===== src/rtl/imm_gen_pipe.sv =====
// imm_gen_pipe: pipelined immediate extender for full instruction words.
// Decodes the format (from the opcode or an explicit one-hot select), builds
// the XLEN-wide immediate at write time and queues it with its tag in a
// 2-entry elastic buffer with valid/ready handshakes and synchronous flush.
module imm_gen_pipe #(
    parameter int unsigned XLEN        = 32,
    parameter bit          AUTO_DECODE = 1'b1,
    parameter int unsigned TAG_W       = 32
) (
    input  logic             clk,
    input  logic             rstn,
    input  logic             flush,
    input  logic             in_valid,
    output logic             in_ready,
    input  logic [31:0]      in_inst,
    input  logic [TAG_W-1:0] in_tag,
    input  logic [6:0]       ext_op,
    output logic             out_valid,
    input  logic             out_ready,
    output logic [XLEN-1:0]  out_imm,
    output logic [6:0]       out_fmt,
    output logic             out_fmt_err,
    output logic [TAG_W-1:0] out_tag
);

    typedef enum logic [6:0] {
        FMT_NONE  = 7'b0000000,
        FMT_SHAMT = 7'b0000001,
        FMT_I     = 7'b0000010,
        FMT_S     = 7'b0000100,
        FMT_B     = 7'b0001000,
        FMT_U     = 7'b0010000,
        FMT_J     = 7'b0100000,
        FMT_Z     = 7'b1000000
    } fmt_e;

    typedef enum logic [6:0] {
        OP_LOAD   = 7'b0000011,
        OP_IMM    = 7'b0010011,
        OP_IMM32  = 7'b0011011,
        OP_AUIPC  = 7'b0010111,
        OP_STORE  = 7'b0100011,
        OP_LUI    = 7'b0110111,
        OP_BRANCH = 7'b1100011,
        OP_JALR   = 7'b1100111,
        OP_JAL    = 7'b1101111,
        OP_SYSTEM = 7'b1110011
    } opcode_e;

    logic [6:0]      opcode;
    logic [2:0]      funct3;
    logic            is_shift;
    logic            ext_onehot;
    logic [6:0]      fmt_sel;
    logic            fmt_err;
    logic [63:0]     imm64;
    logic [XLEN-1:0] imm_new;

    logic            push;
    logic            pop;
    logic            wr_ptr;
    logic            rd_ptr;
    logic [1:0]      count;

    logic [XLEN-1:0]  mem_imm [2];
    logic [6:0]       mem_fmt [2];
    logic             mem_err [2];
    logic [TAG_W-1:0] mem_tag [2];

    assign opcode     = in_inst[6:0];
    assign funct3     = in_inst[14:12];
    assign is_shift   = (funct3 == 3'b001) || (funct3 == 3'b101);
    assign ext_onehot = (ext_op != 7'd0) && ((ext_op & (ext_op - 7'd1)) == 7'd0);

    // Select the format from the opcode or from the one-hot ext_op; flag errors.
    always_comb begin
        fmt_sel = FMT_NONE;
        fmt_err = 1'b0;
        if (AUTO_DECODE) begin
            case (opcode)
                OP_LOAD, OP_JALR: fmt_sel = FMT_I;
                OP_IMM:           fmt_sel = is_shift ? FMT_SHAMT : FMT_I;
                OP_IMM32: begin
                    if (XLEN == 64) fmt_sel = is_shift ? FMT_SHAMT : FMT_I;
                    else            fmt_err = 1'b1;
                end
                OP_STORE:         fmt_sel = FMT_S;
                OP_BRANCH:        fmt_sel = FMT_B;
                OP_LUI, OP_AUIPC: fmt_sel = FMT_U;
                OP_JAL:           fmt_sel = FMT_J;
                OP_SYSTEM:        fmt_sel = funct3[2] ? FMT_Z : FMT_I;
                default:          fmt_err = 1'b1;
            endcase
        end else begin
            if (ext_onehot) fmt_sel = ext_op;
            else            fmt_err = 1'b1;
        end
    end

    // Build the immediate at 64 bits, then keep the low XLEN bits.
    always_comb begin
        imm64 = '0;
        case (fmt_sel)
            FMT_I: imm64 = {{52{in_inst[31]}}, in_inst[31:20]};
            FMT_S: imm64 = {{52{in_inst[31]}}, in_inst[31:25], in_inst[11:7]};
            FMT_B: imm64 = {{51{in_inst[31]}}, in_inst[31], in_inst[7],
                            in_inst[30:25], in_inst[11:8], 1'b0};
            FMT_U: imm64 = {{32{in_inst[31]}}, in_inst[31:12], 12'b0};
            FMT_J: imm64 = {{43{in_inst[31]}}, in_inst[31], in_inst[19:12],
                            in_inst[20], in_inst[30:21], 1'b0};
            FMT_SHAMT: begin
                if ((XLEN == 64) && (opcode != OP_IMM32))
                    imm64 = {58'b0, in_inst[25:20]};
                else
                    imm64 = {59'b0, in_inst[24:20]};
            end
            FMT_Z:   imm64 = {59'b0, in_inst[19:15]};
            default: imm64 = '0;
        endcase
    end

    assign imm_new   = imm64[XLEN-1:0];

    assign in_ready  = (count != 2'd2);
    assign out_valid = (count != 2'd0);
    assign push      = in_valid & in_ready & ~flush;
    assign pop       = out_valid & out_ready & ~flush;

    // Buffer state: flush beats push/pop; payload is kept across pop and flush.
    always_ff @(posedge clk or negedge rstn) begin
        if (!rstn) begin
            wr_ptr <= 1'b0;
            rd_ptr <= 1'b0;
            count  <= 2'd0;
            for (int unsigned i = 0; i < 2; i++) begin
                mem_imm[i] <= '0;
                mem_fmt[i] <= '0;
                mem_err[i] <= 1'b0;
                mem_tag[i] <= '0;
            end
        end else if (flush) begin
            wr_ptr <= 1'b0;
            rd_ptr <= 1'b0;
            count  <= 2'd0;
        end else begin
            if (push) begin
                mem_imm[wr_ptr] <= imm_new;
                mem_fmt[wr_ptr] <= fmt_sel;
                mem_err[wr_ptr] <= fmt_err;
                mem_tag[wr_ptr] <= in_tag;
                wr_ptr          <= ~wr_ptr;
            end
            if (pop) rd_ptr <= ~rd_ptr;
            case ({push, pop})
                2'b10:   count <= count + 2'd1;
                2'b01:   count <= count - 2'd1;
                default: count <= count;
            endcase
        end
    end

    assign out_imm     = mem_imm[rd_ptr];
    assign out_fmt     = mem_fmt[rd_ptr];
    assign out_fmt_err = mem_err[rd_ptr];
    assign out_tag     = mem_tag[rd_ptr];

endmodule


===== config.mk =====
export PLATFORM = sky130hd
export DESIGN_NAME = imm_gen_pipe
export DESIGN_NICKNAME = d
export VERILOG_FILES = /design/src/rtl/imm_gen_pipe.sv
export SDC_FILE = /design/constraint.sdc
export NUM_CORES = 1
export LEC_CHECK = 0
export BUFFER_PORTS_ARGS = -buffer_cell sky130_fd_sc_hd__buf_2
export CORE_UTILIZATION = 40
export CTS_CLUSTER_DIAMETER = 120
export DETAILED_ROUTE_END_ITERATION = 6
export PLACE_DENSITY = 0.75
export REMOVE_ABC_BUFFERS = 1
export SETUP_SLACK_MARGIN = 0.3
export SLEW_MARGIN = 5
export SYNTH_ARGS = -nofsm -noshare
export SYNTH_HDL_FRONTEND = slang
export SYNTH_SLANG_ARGS = --single-unit

===== constraint.sdc =====
create_clock -name clk -period 1.9 [get_ports clk]
set_clock_uncertainty 0.15 [all_clocks]
set_input_delay 0.285 -clock clk [delete_from_list [all_inputs] [get_ports clk]]
set_output_delay 0.285 -clock clk [all_outputs]
set_load 0.005 [all_outputs]

# Word-level counts from Yosys, hierarchy flattened
# Cells that the tools add are included.
# totals
out_inout_bits	74
reg_bits	148
in_bits	76
# op_classes
n_eq_ne	21
n_reduce_logical	10
addsub	2
mux	33
bitwise_logic	9
magnitude_cmp	3
# op_table
op	n
two-way mux 32 bit	7
one-hot mux 32 bit (7 select lines)	1
bitwise mux 64 bit	2
one-hot mux 7 bit (7 select lines)	1
== test 7 bit, second input constant	5
two-way mux 7 bit	5
demux 32 bit (select 1 bit)	1
== test 7 x 5 -> 1 bit, second input constant	3
== test 7 x 6 -> 1 bit, second input constant	3
bitwise mux 14 bit	1
== test 7 x 2 -> 1 bit, second input constant	2
two-way mux 1 bit	9
OR reduction 9 bit	1
demux 7 bit (select 1 bit)	1
== test 7 x 1 -> 1 bit, second input constant	1
== test 7 x 3 -> 1 bit, second input constant	1
== test 7 x 4 -> 1 bit, second input constant	1
nonzero test 2 bit	3
AND 1 bit	4
>= comparator 2 bit, second input constant	2
two-way mux 2 bit	2
inverter 1 -> 2 bit	2
one-hot mux 2 bit (2 select lines)	1
OR reduction 2 bit	2
other kinds (15)	17

# Logic depth before layout (Yosys ltp)
# logic_depth
word_depth	7
mapped_depth	8
ltp_nobuf	5

# Worst setup path after synthesis
# OpenSTA, ideal clock, no wires.
# synth_path
kind	in2reg
from	input in_inst[6]
to	register mem_imm[32] in the netlist's numbering
setup_ns	0.125
arrival_time_ns	1.661
path_slack_ns	-0.036
n_path_buf	1
path_stages	6
cell_sequence	buf_6 -> and4b_4 -> or3_4 -> and3_4 -> a221o_1 -> mux2_4
# synth_via
elab_chain_cells	6
word_cells_on_any_way	21
# synth_rtl
item	line_no	rtl
start, declared	15	input logic [31:0] in_inst,
== test 7 x 6 -> 1 bit (tied with other cells)	80	case (opcode)
OR reduction 2 bit	-	
one-hot mux 7 bit (7 select lines) *	80	
== test 7 bit (tied with other cells)	103	case (fmt_sel)
one-hot mux 32 bit (7 select lines) *	103	
bitwise mux 64 bit *	147	mem_imm[wr_ptr] <= imm_new;
end signal, assigned by index	147	
end, declared	65	logic [XLEN-1:0] mem_imm [2];
# Mark *: on every way between the ends. The rest lies on a longest branch, timed or not.
# A chain may end at the register's enable or synchronous reset.

# Final worst setup path
# layout_path
from	register rd_ptr
to	output out_tag[29]
# layout_via
elab_chain_cells	4
# layout_rtl
item	line_no	rtl
start, declared	62	logic rd_ptr;
start signal, assigned	153	if (pop) rd_ptr <= ~rd_ptr;
inverter 1 -> 2 bit (not written as such)	165	assign out_tag = mem_tag[rd_ptr];
two-way mux 32 bit (not written as such) (3 in series)	165	
end, declared	23	output logic [TAG_W-1:0] out_tag
# Every way passes these cells. The select of a mux whose other input is x is not followed.

==> flow_summary.toml <==
[outcome]
status = "complete, but fails checks"
failed_checks = "negative setup slack"

[yosys]
seq_area_frac_synth_pct = 54.5
synth_cell_types = 38
avgSynthCellArea_um2 = 9.45
mappedNetlistArea_um2 = 6790
synthXorXnorAreaFrac_pct = 0.258
synth-compound-area-share_pct = 8.60
ys_warn_count = 0
netlist_instances = 719
synthSimpleGateAreaFrac_pct = 20.8
synth.area.mux_share_pct = 12.7
synthAdderAreaFrac_pct = 0
ys_ff_latch = 148
synth_top_family_by_area = "simple AND/OR/NAND/NOR gates"

[worst_setup_path]
cp_data_required_time_ps = 1460
worstSetupEndpointType = "output port"
reg2reg_depth = 8
r2r_start = "count[1]"
criticalPathCategory = "flip-flop to output port"
reg2reg_slack_ps = -40
cp_max_fo = 37
cp.arrival_ps = 1680
crit_start = "rd_ptr"
start_kind = "flip-flop"
rr_endpoint = "mem_imm[0]"

[hold_path]
min_to = "mem_imm[13]"
hold_path_depth = 3
hold_class = "input pin to flip-flop"
hold_start = "in_inst[13]"

[global_routing]
antenna_found_initial = 0
grt_usage_pct = 25.7
grt_max_degree = 59
grt-ovfl-total = 0
grt_pass1_wl_um = 34500
first_global_vias = 6486

[final_layout]
n_fill_cell = 1060
syn2layout_area_growth_pct = 73.9
finalInstanceArea_um2 = 11800
postLayoutCoreUtil_pct = 71.2
multi_input_area_um2 = 4060
final_common_cell = "dfrtp_1"
layout.area.seq_um2 = 3710
drive_gt1_share_pct = 59.0
n_antenna_cell = 0
final_cell_mix = "147 x dfrtp_1, 139 x buf_2, 100 x nand2_1"
nets = 1072

[power_and_ir_drop]
p_leak_nw = 5.77
vdd_ir_drop_max_mv = 0.635
cellPowerDensity_nw_per_um2 = 902

[drt]
drt_iter0_markers = 328
drc = 0
drt_first_pass_iters = 4
ant_nets = 0
routed_wl_um = 25000
via_per_inst = 5.34
wire_per_inst_um = 20.3
vias = 6568

[timing]
period_share_pct = 111
hold_violations = 0
slew-limit-headroom_pct = 69.9
grt_setup_unrepaired = "true"
tns_ps = -12520
setup-violations-final = 92
max_freq_mhz = 473
postLayoutSetupSlackWorst_ps = -214
worstMarginPinSlew_ps = 451
slew_viol_final = 0
min_period_ps = 2110

[floorplanning]
dieArea_um2 = 17500
core-area_um2 = 16600
initial_core_util_pct = 41.0
die_y_um = 132
die_w_um = 132
io_pins = 150
row_count = 47

[clock_network]
cts_root_buf = "clkbuf_16"
clk_pin_slew_ps = 60
clkLatencyLatePin_ps = 420
cts_tree = "built"
cts_buffer_depth = 2
cts-htree-levels = 4
numCtsBuffers = 17
cts.sinks = 148

[placed_design]
dpl_cell_area_um2 = 8040
post-place-ws_ps = -40.1
gp_congestion = 0.823
numPortBuffers = 142
place_hpwl_um = 11100

[job]
cap_violations = 0
## power by group
group | internal, W | switching, W | total [W]
Sequential | 0.00382 | 0.000503 | 0.00432
Combinational | 0.00163 | 0.00138 | 0.00301
Clock | 0.00203 | 0.00130 | 0.00333
Total | 0.00747 | 0.00319 | 0.0107
## synth_stat cells (all sizes together)
library cell	n	area (µm²)
a211oi	2	15.0
a21oi	4	20.0
a221o	1	10.0
a22oi	4	30.0
a31oi	49	307
a32oi	1	8.76
and3	2	17.5
and3b	2	17.5
and4b	1	13.8
buf	19	101
clkbuf	27	101
dfrtp	148	3700
inv	2	7.51
mux2	76	863
nand2	262	983
nand2b	4	25.0
nand3	2	10.0
nand3b	1	7.51
nand4	2	12.5
nand4b	1	8.76
nor2	59	221
nor2b	1	6.26
nor3	4	20.0
nor3b	2	15.0
nor4	1	12.5
o211ai	5	42.5
o21a	1	7.51
o21ai	28	144
or2	2	12.5
or3	4	30.0
xor2	2	17.5
## area by class of cell
type | instances | area share, %
multi-input combinational | 523 | 34.4
timing repair buffer | 304 | 26.9
clock buffer | 23 | 4.05
tap | 220 | 2.33
sequential | 148 | 31.4
clock inverter | 9 | 0.869
inverter | 2 | 0.0636
## critical path, stage by stage (launching register included)
cell and delay (ps):
dfrtp_4 450, buf_12 240, mux2_2 390, buf_2 130
## state kept, by name, summed over array words and instances, names as in the netlist
name	cells
count	2
wr_ptr	1
mem_imm	64
mem_err	2
rd_ptr	1
mem_fmt	14
mem_tag	64
## cells by family (layout without fill, tap and decap cells)
logic type                Yosys count  after routing
xor gates and xnor gates            2              2
and+or+nand+nor                   350            350
buffers and inverters              48            338
AOI/OAI and AO/OA                  95             95
muxes                              76             76
DFF                               148            148
## worst max-delay path by stage
| stage | to | slack, ps | cells past startpoint |
|---|---|---|---|
| global placement | mem_imm[32] | -30 | 6 |
| finish | out_tag[29] | -210 | 3 |
| global route | out_tag[9] | -250 | 3 |
| floorplan | mem_fmt[1] | -4290 | 4 |
| CTS | out_imm[27] | -190 | 3 |
| detailed placement | mem_imm[32] | -40 | 6 |
## through the flow
stage / instances / power, W / hold WS, ps
after floorplan: 673 / 0.00524 / -161
final: 1229 / 0.0107 / 19.0
after global placement: 1071 / 0.00601 / 30.6
after detailed placement: 1071 / 0.00609 / 34.9
after global routing: 1229 / 0.0111 / 18.4
after CTS: 1207 / 0.0100 / 0.0667
## metal layers
layer	vias up	track usage [%]	routed length, µm
li1	3020	-	-
met1	3282	31.5	9970
met2	212	44.0	13000
met3	54	5.88	1340
met4	0	10.0	641
met5	-	0	0
## timing repair
action / CTS / global route
endpoints found under the hold margin: 235 / 0
hold buffers: 45 / 0
cloned: 26 / 9
endpoints found under the setup margin: 190 / 218
setup buffers: 33 / 13
resized for setup: 179 / 243
pin swaps: 114 / 100
Power figures use the tool's default switching activity.
